--- config.mk ---
export PLATFORM = sky130hd
export DESIGN_NAME = instr_fetch_unit
export DESIGN_NICKNAME = d
export VERILOG_FILES = /design/src/rtl/fetch_pkg.sv /design/src/rtl/fetch_pc_reg.sv /design/src/rtl/instr_fetch_unit.sv
export SDC_FILE = /design/constraint.sdc
export NUM_CORES = 1
export LEC_CHECK = 0
export BUFFER_PORTS_ARGS = -buffer_cell sky130_fd_sc_hd__buf_4
export CORE_ASPECT_RATIO = 0.75
export CORE_MARGIN = 2
export CORE_UTILIZATION = 46
export CTS_CLUSTER_SIZE = 14
export DETAILED_ROUTE_END_ITERATION = 8
export PLACE_DENSITY_LB_ADDON = 0.3
export SKIP_CTS_REPAIR_TIMING = 1
export SLEW_MARGIN = 25
export SYNTH_ARGS = -nofsm -noshare
export SYNTH_HDL_FRONTEND = slang
export SYNTH_SLANG_ARGS = --single-unit
--- constraint.sdc ---
create_clock -name clk -period 2.18 [get_ports clk]
set_input_delay 0.436 -clock clk [delete_from_list [all_inputs] [get_ports clk]]
set_output_delay 0.436 -clock clk [all_outputs]
set_load 0.005 [all_outputs]
--- src/rtl/fetch_pkg.sv ---
// Shared types and constants for the RV32I fetch stage.
// FETCH_MISALIGN_TRAP_EN adds the FAULT state for misaligned redirect targets.
package fetch_pkg;

`ifdef FETCH_MISALIGN_TRAP_EN
    typedef enum logic [1:0] {IDLE, FETCH, VALID, FAULT} fetch_state_e;
`else
    typedef enum logic [1:0] {IDLE, FETCH, VALID} fetch_state_e;
`endif

    localparam logic [31:0] NOP_INSTR        = 32'h0000_0013;  // addi x0,x0,0
    localparam logic [31:0] DEFAULT_RESET_PC = 32'h0000_0000;

    function automatic logic [31:0] word_align(input logic [31:0] addr);
        return {addr[31:2], 2'b00};
    endfunction

endpackage

--- src/rtl/fetch_pc_reg.sv ---
// Program counter with next-PC selection: redirect beats +4, otherwise hold.
module fetch_pc_reg
    import fetch_pkg::*;
#(
    parameter logic [31:0] RESET_PC = DEFAULT_RESET_PC
) (
    input  logic        clk,
    input  logic        rst_n,
    input  logic        advance,
    input  logic        redirect,
    input  logic [31:0] redirect_pc,
    output logic [31:0] pc,
    output logic [31:0] pc_plus4
);

    logic [31:0] pc_q;
    logic [31:0] pc_d;

    // Modulo 2^32: 32'hFFFF_FFFC wraps to zero.
    assign pc_plus4 = pc_q + 32'd4;
    assign pc       = pc_q;

    always_comb begin
        // NOTE: default first so every path assigns pc_d and no latch is inferred.
        pc_d = pc_q;
        if (redirect) begin
            pc_d = redirect_pc;
        end else if (advance) begin
            pc_d = pc_plus4;
        end
    end

    always_ff @(posedge clk or negedge rst_n) begin
        if (!rst_n) begin
            pc_q <= RESET_PC;
        end else begin
            // NOTE: non-blocking so every register samples pre-edge values.
            pc_q <= pc_d;
        end
    end

endmodule

--- src/rtl/instr_fetch_unit.sv ---
// Fetch stage: owns the PC, latches the instruction word into IR, valid/ready to decode.
// FETCH_MISALIGN_TRAP_EN: misaligned redirect targets trap into FAULT and raise fetch_fault.
module instr_fetch_unit
    import fetch_pkg::*;
#(
    parameter logic [31:0] RESET_PC  = DEFAULT_RESET_PC,
    parameter logic [31:0] NOP_INSTR = fetch_pkg::NOP_INSTR
) (
    input  logic        clk,
    input  logic        rst_n,
    input  logic        fetch_en,
    output logic [31:0] imem_addr,
    input  logic [31:0] imem_data,
    output logic [31:0] instr,
    output logic [31:0] instr_pc,
    output logic [31:0] instr_pc_plus4,
    output logic        instr_valid,
    input  logic        instr_ready,
`ifdef FETCH_MISALIGN_TRAP_EN
    output logic        fetch_fault,
`endif
    input  logic        redirect_valid,
    input  logic [31:0] redirect_pc
);

    fetch_state_e state_q;
    fetch_state_e state_d;
    logic [31:0]  pc;
    logic [31:0]  pc_plus4;
    logic [31:0]  target_pc;
    logic         redirect_bad;
    logic         advance;
    logic         capture;

`ifdef FETCH_MISALIGN_TRAP_EN
    // A misaligned target is kept verbatim so the trap handler can see it.
    assign target_pc    = redirect_pc;
    assign redirect_bad = redirect_valid && (redirect_pc[1:0] != 2'b00);
`else
    assign target_pc    = word_align(redirect_pc);
    assign redirect_bad = 1'b0;
`endif

    // Redirect wins: a coincident handshake consumes IR but drops the increment.
    assign advance = (state_q == VALID) && instr_ready && !redirect_valid;
    assign capture = (state_q == FETCH) && !redirect_valid;

    fetch_pc_reg #(
        .RESET_PC (RESET_PC)
    ) u_pc_reg (
        .clk         (clk),
        .rst_n       (rst_n),
        .advance     (advance),
        .redirect    (redirect_valid),
        .redirect_pc (target_pc),
        .pc          (pc),
        .pc_plus4    (pc_plus4)
    );

    assign imem_addr = pc;

    always_ff @(posedge clk or negedge rst_n) begin
        if (!rst_n) begin
            state_q <= IDLE;
        end else begin
            state_q <= state_d;
        end
    end

    always_comb begin
        state_d = state_q;
        if (redirect_valid) begin
`ifdef FETCH_MISALIGN_TRAP_EN
            if (redirect_bad) begin
                state_d = FAULT;
            end else
`endif
            state_d = fetch_en ? FETCH : IDLE;
        end else begin
            case (state_q)
                IDLE:    if (fetch_en) state_d = FETCH;
                FETCH:   state_d = VALID;
                VALID:   if (instr_ready) state_d = fetch_en ? FETCH : IDLE;
                default: state_d = state_q;
            endcase
        end
    end

    always_comb begin
        instr_valid = (state_q == VALID);
`ifdef FETCH_MISALIGN_TRAP_EN
        fetch_fault = (state_q == FAULT);
`endif
    end

    // IR is only written by a fetch that completes without being squashed.
    always_ff @(posedge clk or negedge rst_n) begin
        if (!rst_n) begin
            instr    <= NOP_INSTR;
            instr_pc <= RESET_PC;
        end else if (capture) begin
            instr    <= imem_data;
            instr_pc <= pc;
        end
    end

    assign instr_pc_plus4 = instr_pc + 32'd4;

    logic unused_ok;
    assign unused_ok = redirect_bad;

endmodule

==> results of run 1 <==
-- through the flow --
step                hold slack [ns]  total power, mW
finish                     -0.00291             6.21
global route                0.00973             6.55
CTS                        0.000580             6.16
detailed placement            0.358             4.58
global placement              0.354             4.51
floorplan                     0.140             3.28
-- worst paths after layout --
path	start	endpoint	slack (ns)	cells past startpoint
hold reg to reg	instr[5]	instr[5]	0.51	1
max in group asynchronous	rst_n	instr_pc[5]	1.52	2
setup reg to reg	u_pc_reg.pc[10]	u_pc_reg.pc[31]	0.36	5
setup / recovery	instr_pc[3]	instr_pc_plus4[18]	-0.31	7
hold / removal	rst_n	instr_pc[26]	-0.003	1
min in group clk	redirect_pc[18]	u_pc_reg.pc[18]	0.32	3
-- cells in the final DEF, fill, tap and decap left out, types with 3 or more instances in the layout --
cell,synthesis,routed
buf_4,13,213
and2_1,5,4
inv_1,3,3
clkinv_2,0,3
and3_1,13,11
and4_4,2,3
nand2_1,50,49
nand3_2,1,3
o21ai_0,24,24
dfstp_2,3,3
mux2_2,63,63
buf_12,0,3
clkbuf_16,0,9
dfrtp_1,91,86
dfrtp_2,0,5
nor2_1,11,9
conb_1,1,6
nand4_1,18,18
and4_1,4,3
o21ai_1,7,7
nand3_1,21,17
xor2_1,29,29
xnor2_1,28,27
-- power breakdown --
| part | internal [mW] | switching (mW) | total (mW) |
|---|---|---|---|
| sequential | 2.16 | 0.426 | 2.58 |
| clock | 0.916 | 0.651 | 1.57 |
| combinational | 1.33 | 0.735 | 2.06 |
| total | 4.40 | 1.81 | 6.21 |
-- worst reg2reg max path, delay by kind of cell, from the launching register on --
kind / cells / cell delay, ns
multiplexers: 1 / 0.25
XOR/XNOR: 1 / 0.16
AND/OR/NAND/NOR: 3 / 0.84
flip-flops: 1 / 0.45
-- registers in the layout, summed over array words and instances, names as in the netlist --
signal	count
instr_pc	30
state_q	2
instr	32
u_pc_reg.pc	30
-- layout make-up --
type / count / area [µm²]
Clock inverter: 6 / 61.3
Fill cell: 807 / 3330
Tap cell: 136 / 170
Sequential cell: 94 / 2360
Multi-Input combinational cell: 300 / 2300
Inverter: 3 / 11.3
Timing Repair Buffer: 216 / 1660
Clock buffer: 10 / 239
-- kinds of logic after synthesis --
logic type / after synthesis / share of synthesized area, %
AND/OR/NAND/NOR: 138 / 16.9
flip-flops: 94 / 49.8
multiplexers: 64 / 15.2
XOR/XNOR: 57 / 10.6
AO/OA/AOI/OAI: 33 / 3.49
buffers and inverters: 28 / 3.41
adder cells (fa/ha/maj): 2 / 0.529
other: 1 / 0.0793
-- layer usage --
metal | vias to the layer above | share of wire [%]
met5 | - | 0
met4 | 0 | 0.31
met3 | 2 | 6.6
met2 | 116 | 49
met1 | 1906 | 44
li1 | 1855 | -
==> run_results.csv, run 1 <==
group,metric,value,unit
final_layout,layout-drive-gt1-share,52.3,%
yosys,yosysMostFrequentCell,"dfrtp_1",
yosys,syn_area,4730,µm²
timing,finalSetupViolCount,18,
timing,worstMarginPinSlew,0.514,ns
clock_network,root_buffer,"clkbuf_16",
pwr,powerDensity,913,nW/µm²
global_routing,grt_pass1_vias,3727,
routing,vias,3879,
floorplan,die_h,91.8,µm
yosys,yosysTopAreaCell,"dfrtp_1",
clock_network,clockBufferDepth,2,
worst_setup_path,crit_path_start_kind,"flop",
pwr,leakage,3.15,nW
worst_setup_path,endpoint_kind,"primary output",
floorplan,num_rows,32,
worst_setup_path,path_delay_family,"simple AND/OR/NAND/NOR gates",
timing,grt_setup_unrepaired,"true",
yosys,ys_ff_latch,94,
clock_network,cts_buffers,9,
clock_network,clkSinkCount,94,
pwr,ir_drop,0.000717,V
timing,finalHoldViolCount,4,
final_layout,final_nets,695,
clock_network,cts_tree,"yes",
routing,avgRoutedWirePerCell,16.2,µm
yosys,yosysSeqAreaShare,49.8,%
min_path,hp-class,"in2async",
yosys,syn_inst,417,
global_routing,top_usage_layer,"met2",
status,violations,"hold timing, setup timing",
placed_design,dp_hpwl,8990,µm
worst_setup_path,cp_cell_sequence,"ha_1 > and4_4 > nand4_4 > nor3_4 > nand3_1 > xnor2_1 > buf_4",
status,status,"complete, but fails checks",
yosys,async_flop_share,100,%
floorplan,die_area,11100,µm²
placed_design,placed_area,6360,µm²
yosys,yosys_warnings,0,
worst_setup_path,cp.arrival,2.05,ns
global_routing,met2_usage,35.4,%
yosys,yosys-top-cells-count,"91 x dfrtp_1, 63 x mux2_2, 50 x nand2_1",
worst_setup_path,cp_slowest_stage_delay,0.38,ns
clock_network,clkLatencyLatePin,0.33,ns
worst_setup_path,timing.critical_path.buf_inv,1,
final_layout,n_antenna_cell,0,
routing,drt_iter0_markers,130,
yosys,synth_top_area_share,48.2,%
job,cap_viol_max_count,0,
yosys,avgSynthCellArea,11.3,µm²
global_routing,grt-ovfl-total,0,
timing,fin_crit,2.49,ns
clock_network,clkTransAtPathRegs,0.07,ns
floorplan,start_util,46.7,%
yosys,synth.distinct_cells,36,
final_layout,postLayoutCoreUtil,67.1,%
yosys,synthFlopType,"dfrtp_1",
timing,finalSetupTns,-3.92,ns
global_routing,use_met1,29.1,%
timing,relSlewSlack,65.7,%
placed_design,dpl.cell_count,740,
global_routing,grt_usage,21.6,%
placed_design,globalplace.congestion,0.839,
routing,wl,12400,µm
placed_design,pre_cts_ws,0.0335,ns
placed_design,portBuffers,189,
final_layout,design_area,6800,µm²
clock_network,h-tree-depth,3,
yosys,synth_area_leaders,"dfrtp_1 48%, mux2_2 15%, xor2_1 5.4%",
timing,skew,0.00494,ns
routing,viasPerCell,5.07,
timing,holdWs,-0.00291,ns
timing,worst_slack,-0.306,ns
final_layout,final_cells,765,
timing,fmax,402,MHz
global_routing,grt_pass1_wl,19000,µm
floorplan,coreArea,10100,µm²
final_layout,syn_to_final_growth,43.9,%
global_routing,antenna_found_initial,0,
worst_setup_path,crit_required,1.74,ns
global_routing,grt_max_degree,61,
routing,drc,0,
worst_setup_path,cp_max_fo,5,
yosys,synth-edff-count,0,
timing,drv_slew,0,
worst_setup_path,path_class,"reg2out",
routing,drtPass1Iterations,4,
global_routing,grt_use_met3,5.91,%
timing,post-route-period-util,114,%
routing,antenna_left,0,
floorplan,io_pins,198,
worst_setup_path,cpMaxStageDelayCell,"dfrtp_1",
floorplan,die_w,121,µm
(Power assumes the default switching activity.)
==> inputs of run 2 (changes only) <==
ABC_AREA = 1   (was default)
HOLD_SLACK_MARGIN = 0.02   (was default)
SLEW_MARGIN = default   (was 25)
==> run_results.csv, run 2 <==
group,metric,value,unit
final_layout,final_cells,1101,
worst_setup_path,r2r_start,"u_pc_reg.pc[3]",
final_layout,layout_commonest_cell,"buf_4",
global_routing,grt_usage,25.9,%
yosys,yosys_warnings,0,
timing,finalSetupViolCount,9,
worst_setup_path,cp_max_fo,3,
worst_setup_path,crit_required,1.74,ns
timing,post-route-period-util,103,%
clock_network,root_buffer,"clkbuf_16",
status,violations,"setup timing",
placed_design,dpl.cell_count,1056,
timing,worst_slack,-0.0569,ns
yosys,syn_inst,713,
timing,skew,0.00647,ns
placed_design,dp_hpwl,12500,µm
floorplan,coreArea,11600,µm²
worst_setup_path,startpoint,"instr_pc[2]",
yosys,avgSynthCellArea,7.67,µm²
final_layout,postLayoutCoreUtil,67.6,%
yosys,synth_area_leaders,"dfrtp_1 42%, nand2_1 15%, mux2_2 6.6%",
routing,wl_met3,1570,µm
clock_network,cts_buffers,9,
clock_network,clkSinkCount,94,
yosys,ys_ff_latch,94,
yosys,yosysMostFrequentCell,"nand2_1",
routing,antenna_left,0,
timing,relSlewSlack,64.5,%
worst_setup_path,r2r-end,"u_pc_reg.pc[22]",
routing,routed.top_layer,"met4",
final_layout,syn_to_final_growth,43.5,%
timing,worstMarginPinSlew,0.532,ns
pwr,leakage,3.82,nW
floorplan,start_util,47.1,%
timing,grt_setup_unrepaired,"true",
timing,fmax,447,MHz
placed_design,placed_area,7090,µm²
min_path,hp-class,"in2async",
yosys,synthFlopType,"dfrtp_1",
yosys,yosysTopAreaCell,"dfrtp_1",
routing,avgRoutedWirePerCell,15.4,µm
timing,finalHoldViolCount,0,
worst_setup_path,endpoint_kind,"primary output",
final_layout,regMostFlops,"instr",
timing,fin_crit,2.24,ns
placed_design,globalplace.congestion,0.901,
final_layout,design_area,7850,µm²
final_layout,layout-drive-gt1-share,39.2,%
job,cap_viol_max_count,0,
worst_setup_path,cp.arrival,1.80,ns
yosys,synth-edff-count,0,
routing,vias,5674,
routing,routed-wl-met2,7470,µm
worst_setup_path,r2r_cells,10,
timing,drv_slew,0,
clock_network,h-tree-depth,3,
pwr,ir_drop,0.000582,V
routing,drc,0,
worst_setup_path,rrSetupSlack,0.39,ns
global_routing,grt-ovfl-total,0,
clock_network,clockBufferDepth,2,
yosys,yosysSeqAreaShare,43.1,%
yosys,syn_area,5470,µm²
floorplan,die_w,130,µm
routing,viasPerCell,5.15,
routing,drt_iter0_markers,376,
yosys,async_flop_share,100,%
pwr,powerDensity,1180,nW/µm²
worst_setup_path,path_class,"reg2out",
floorplan,die_area,12800,µm²
status,status,"complete, but fails checks",
final_layout,largest_reg_flops,32,
final_layout,n_antenna_cell,0,
final_layout,final_nets,1005,
routing,drtPass1Iterations,6,
clock_network,cts_tree,"yes",
placed_design,portBuffers,189,
clock_network,clkTransAtPathRegs,0.06,ns
clock_network,clkLatencyLatePin,0.34,ns
yosys,synth_top_area_share,41.6,%
global_routing,grt_pass1_vias,5221,
global_routing,antenna_found_initial,0,
routing,wl_met1,7600,µm
global_routing,grt_pass1_wl,26100,µm
floorplan,num_rows,34,
worst_setup_path,crit_path_start_kind,"flop",
floorplan,die_h,98.4,µm
global_routing,grt_max_degree,61,
final_layout,fillers,965,
routing,wl,17000,µm
floorplan,io_pins,198,
yosys,yosys-top-cells-count,"223 x nand2_1, 91 x dfrtp_1, 87 x nor2_1",
final_layout,final_cell_mix,"229 x buf_4, 212 x nand2_1, 77 x nor2_1",
yosys,synth.distinct_cells,39,
==> run 2: cell count changes in the layout (fill, tap and decap cells not counted), sizes merged, moves of 12 or more <==
cell,change
and3,-14
buf,+17
inv,+58
mux2,-31
nand2,+176
nand3,+23
nor2,+85
nor3,+12
o21ai,+16
xnor2,-20
xor2,-13
==> run 2: layout make-up <==
class / instances / area (µm²) / area share (%)
multi-input cells: 535 / 2950 / 37.6
flip-flops and latches: 94 / 2380 / 30.3
repair buffers: 233 / 1780 / 22.7
clock buffers: 12 / 267 / 3.40
inverters: 61 / 240 / 3.06
well taps: 162 / 203 / 2.58
clock inverters: 4 / 27.5 / 0.351
==> run 2: how the worst max path moves through the flow <==
stage	end	slack (ns)	depth (start not counted)
after floorplan	instr_pc_plus4[22]	0.38	6
after global placement	instr_pc_plus4[22]	0.26	7
after detailed placement	instr_pc_plus4[22]	0.24	6
after CTS	instr_pc_plus4[22]	-0.13	6
after global routing	instr_pc_plus4[20]	-0.15	6
final	instr_pc_plus4[22]	-0.06	8
==> run 2: power breakdown <==
part	internal (mW)	switching [mW]
sequential	2.51	0.783
combinational	2.38	2.05
clock	0.869	0.666
total	5.76	3.50
==> run 2: cell families (layout without fill, tap and decap cells) <==
| family | after synthesis | count (layout) | share of synthesized area [%] |
|---|---|---|---|
| XOR/XNOR | 24 | 24 | 3.84 |
| buffers and inverters | 89 | 310 | 7.07 |
| adder cells (fa/ha/maj) | 2 | 2 | 0.458 |
| other | 1 | 6 | 0.0686 |
| AO/OA/AOI/OAI | 68 | 68 | 6.75 |
| multiplexers | 32 | 32 | 6.59 |
| flip-flops | 94 | 94 | 43.1 |
| AND/OR/NAND/NOR | 403 | 403 | 32.1 |
==> run 2: routing by layer <==
| metal | track usage (%) | vias up |
|---|---|---|
| met3 | 4.56 | 26 |
| met5 | 0 | - |
| li1 | - | 2735 |
| met1 | 38.8 | 2614 |
| met4 | 6.12 | 0 |
| met2 | 39.3 | 299 |
==> run 2: per-stage QoR <==
step	TNS (ns)	power, mW	hold slack (ns)	worst slack [ns]
floorplan	0	4.89	0.140	0.381
global placement	0	7.09	0.436	0.259
detailed placement	0	7.19	0.433	0.241
CTS	-1.36	8.76	0.0717	-0.134
global route	-1.92	9.87	0.0900	-0.147
finish	-0.281	9.26	0.0580	-0.0569
==> run 2: worst max-delay path, cell delays in order (launching register included) <==
cell and delay [ns]:
dfrtp_1 0.36, buf_6 0.11, ha_4 0.17, inv_6 0.05
nor3_4 0.22, inv_2 0.10, nor3_4 0.14, xor2_1 0.18
buf_4 0.13
==> inputs of run 3 (changes only) <==
PLACE_DENSITY = 0.85   (was default)
PLACE_DENSITY_LB_ADDON = default   (was 0.3)
SETUP_SLACK_MARGIN = 0.2   (was default)
==> run_results.csv, run 3 (synthesized netlist as in run 2, its figures left out) <==
group,metric,value,unit
status,status,"complete, but fails checks",
status,violations,"setup timing",
worst_setup_path,cp_common_cell,"nor3_4",
floorplan,io_pins,198,
routing,wl,17800,µm
clock_network,cts_buffers,9,
clock_network,clkLatencyLatePin,0.34,ns
clock_network,clkSinkCount,94,
final_layout,syn_to_final_growth,46.4,%
placed_design,dpl.cell_count,1054,
final_layout,layout-drive-gt1-share,40.3,%
worst_setup_path,rrSetupSlack,0.40,ns
floorplan,die_area,12800,µm²
timing,skew,0.00671,ns
placed_design,globalplace.congestion,0.937,
min_path,hp-class,"in2async",
timing,fmax,427,MHz
timing,worstMarginPinSlew,0.542,ns
worst_setup_path,r2r-end,"u_pc_reg.pc[22]",
floorplan,coreArea,11600,µm²
routing,drtPass1Iterations,5,
floorplan,start_util,47.1,%
timing,fin_crit,2.34,ns
placed_design,placed_area,7080,µm²
worst_setup_path,endpoint_kind,"primary output",
global_routing,grt_max_degree,94,
routing,drt_iter0_markers,354,
final_layout,n_antenna_cell,0,
global_routing,grt_pass1_vias,5291,
floorplan,die_w,130,µm
pwr,finalPower,9.42,mW
pwr,leakage,3.97,nW
worst_setup_path,cp_max_fo,5,
routing,avgRoutedWirePerCell,16.0,µm
routing,viasPerCell,5.28,
final_layout,regMostFlops,"instr",
final_layout,final_nets,1012,
timing,finalSetupViolCount,17,
worst_setup_path,cp_slowest_stage_delay,0.48,ns
clock_network,h-tree-depth,3,
global_routing,grt_pass1_wl,26100,µm
routing,wl_met1,7190,µm
floorplan,die_h,98.4,µm
clock_network,cts_tree,"yes",
final_layout,fillers,926,
job,cap_viol_max_count,0,
worst_setup_path,crit_required,1.74,ns
placed_design,portBuffers,189,
routing,wl_met3,1810,µm
placed_design,dp_hpwl,12600,µm
timing,drv_slew,0,
worst_setup_path,cpMaxStageDelayCell,"dfrtp_2",
worst_setup_path,cp.arrival,1.91,ns
clock_network,root_buffer,"clkbuf_16",
final_layout,final_cell_mix,"231 x buf_4, 206 x nand2_1, 75 x nor2_1",
worst_setup_path,r2r_cells,10,
clock_network,clkTransAtPathRegs,0.06,ns
timing,post-route-period-util,107,%
worst_setup_path,crit_path_start_kind,"flop",
placed_design,pre_cts_ws,0.174,ns
routing,vias,5848,
routing,drc,0,
routing,routed.top_layer,"met4",
final_layout,final_cells,1108,
routing,routed-wl-met2,8300,µm
timing,grt_setup_unrepaired,"true",
timing,worst_slack,-0.163,ns
worst_setup_path,cp_cell_sequence,"inv_4 > nor3_4 > nand2_2 > nor3_4 > nand3b_1 > nand2_1 > buf_6",
worst_setup_path,startpoint,"instr_pc[8]",
global_routing,grt-ovfl-total,0,
final_layout,largest_reg_flops,32,
floorplan,num_rows,34,
worst_setup_path,r2r_start,"u_pc_reg.pc[3]",
timing,relSlewSlack,63.8,%
global_routing,antenna_found_initial,0,
pwr,ir_drop,0.000711,V
global_routing,grt_usage,25.9,%
pwr,powerDensity,1180,nW/µm²
final_layout,layout_commonest_cell,"buf_4",
routing,antenna_left,0,
clock_network,clockBufferDepth,2,
worst_setup_path,path_class,"reg2out",
timing,finalHoldViolCount,0,
final_layout,design_area,8000,µm²
==> run 3: cell count changes in the layout (fill, tap and decap cells not counted), moves of 2 or more <==
| cell | previous run | this run |
|---|---|---|
| nor3_2 | 9 | 5 |
| buf_4 | 229 | 231 |
| nor2_2 | 9 | 6 |
| buf_6 | 2 | 7 |
| nand2_4 | 0 | 5 |
| nor3_4 | 4 | 9 |
| nand2_1 | 212 | 206 |
| clkbuf_1 | 0 | 4 |
| nor2_1 | 77 | 75 |
| nor2_4 | 10 | 15 |
==> run 3: how the worst max path moves through the flow <==
stage                              end  slack, ns
global route        instr_pc_plus4[24]      -0.23
global placement    instr_pc_plus4[18]       0.26
CTS                 instr_pc_plus4[18]      -0.19
finish              instr_pc_plus4[24]      -0.16
detailed placement  instr_pc_plus4[18]       0.17
floorplan           instr_pc_plus4[22]       0.38
==> run 3: per-stage QoR <==
step | util (%) | setup TNS [ns] | hold WS, ns
after floorplan | - | 0 | 0.140
after global placement | 60.9 | 0 | 0.391
after detailed placement | 60.9 | 0 | 0.392
after CTS | 63.3 | -1.79 | 0.0213
after global routing | 68.9 | -2.52 | 0.0446
final | 68.9 | -0.892 | 0.0147
==> run 3: worst max-delay path: cells and delay by family, from the launching register on <==
family | cells | cell delay [ns]
buffers and inverters | 2 | 0.17
AND/OR/NAND/NOR | 5 | 0.92
flip-flops | 1 | 0.48
==> run 3: area by class of cell <==
class / instances / area (µm²) / area share, %
clock buffer: 15 / 268 / 3.35
clock inverter: 1 / 5.00 / 0.0625
inverter: 61 / 239 / 2.99
multi-input combinational: 535 / 3060 / 38.2
sequential: 94 / 2380 / 29.7
tap: 162 / 203 / 2.53
timing repair buffer: 240 / 1850 / 23.2
==> run 3: report_power, final <==
part           switching, mW  leakage, nW  total [mW]  internal [mW]
clock network          0.625        0.134        1.46          0.836
registers              0.891         1.11        3.40           2.51
logic                   2.08         2.73        4.56           2.48
total                   3.60         3.97        9.42           5.82
==> run 3: metal layers <==
layer	vias up	global-route usage, %
met5	-	0
met4	0	9.59
met3	44	7.82
met2	340	40.6
met1	2705	34.3
li1	2759	-
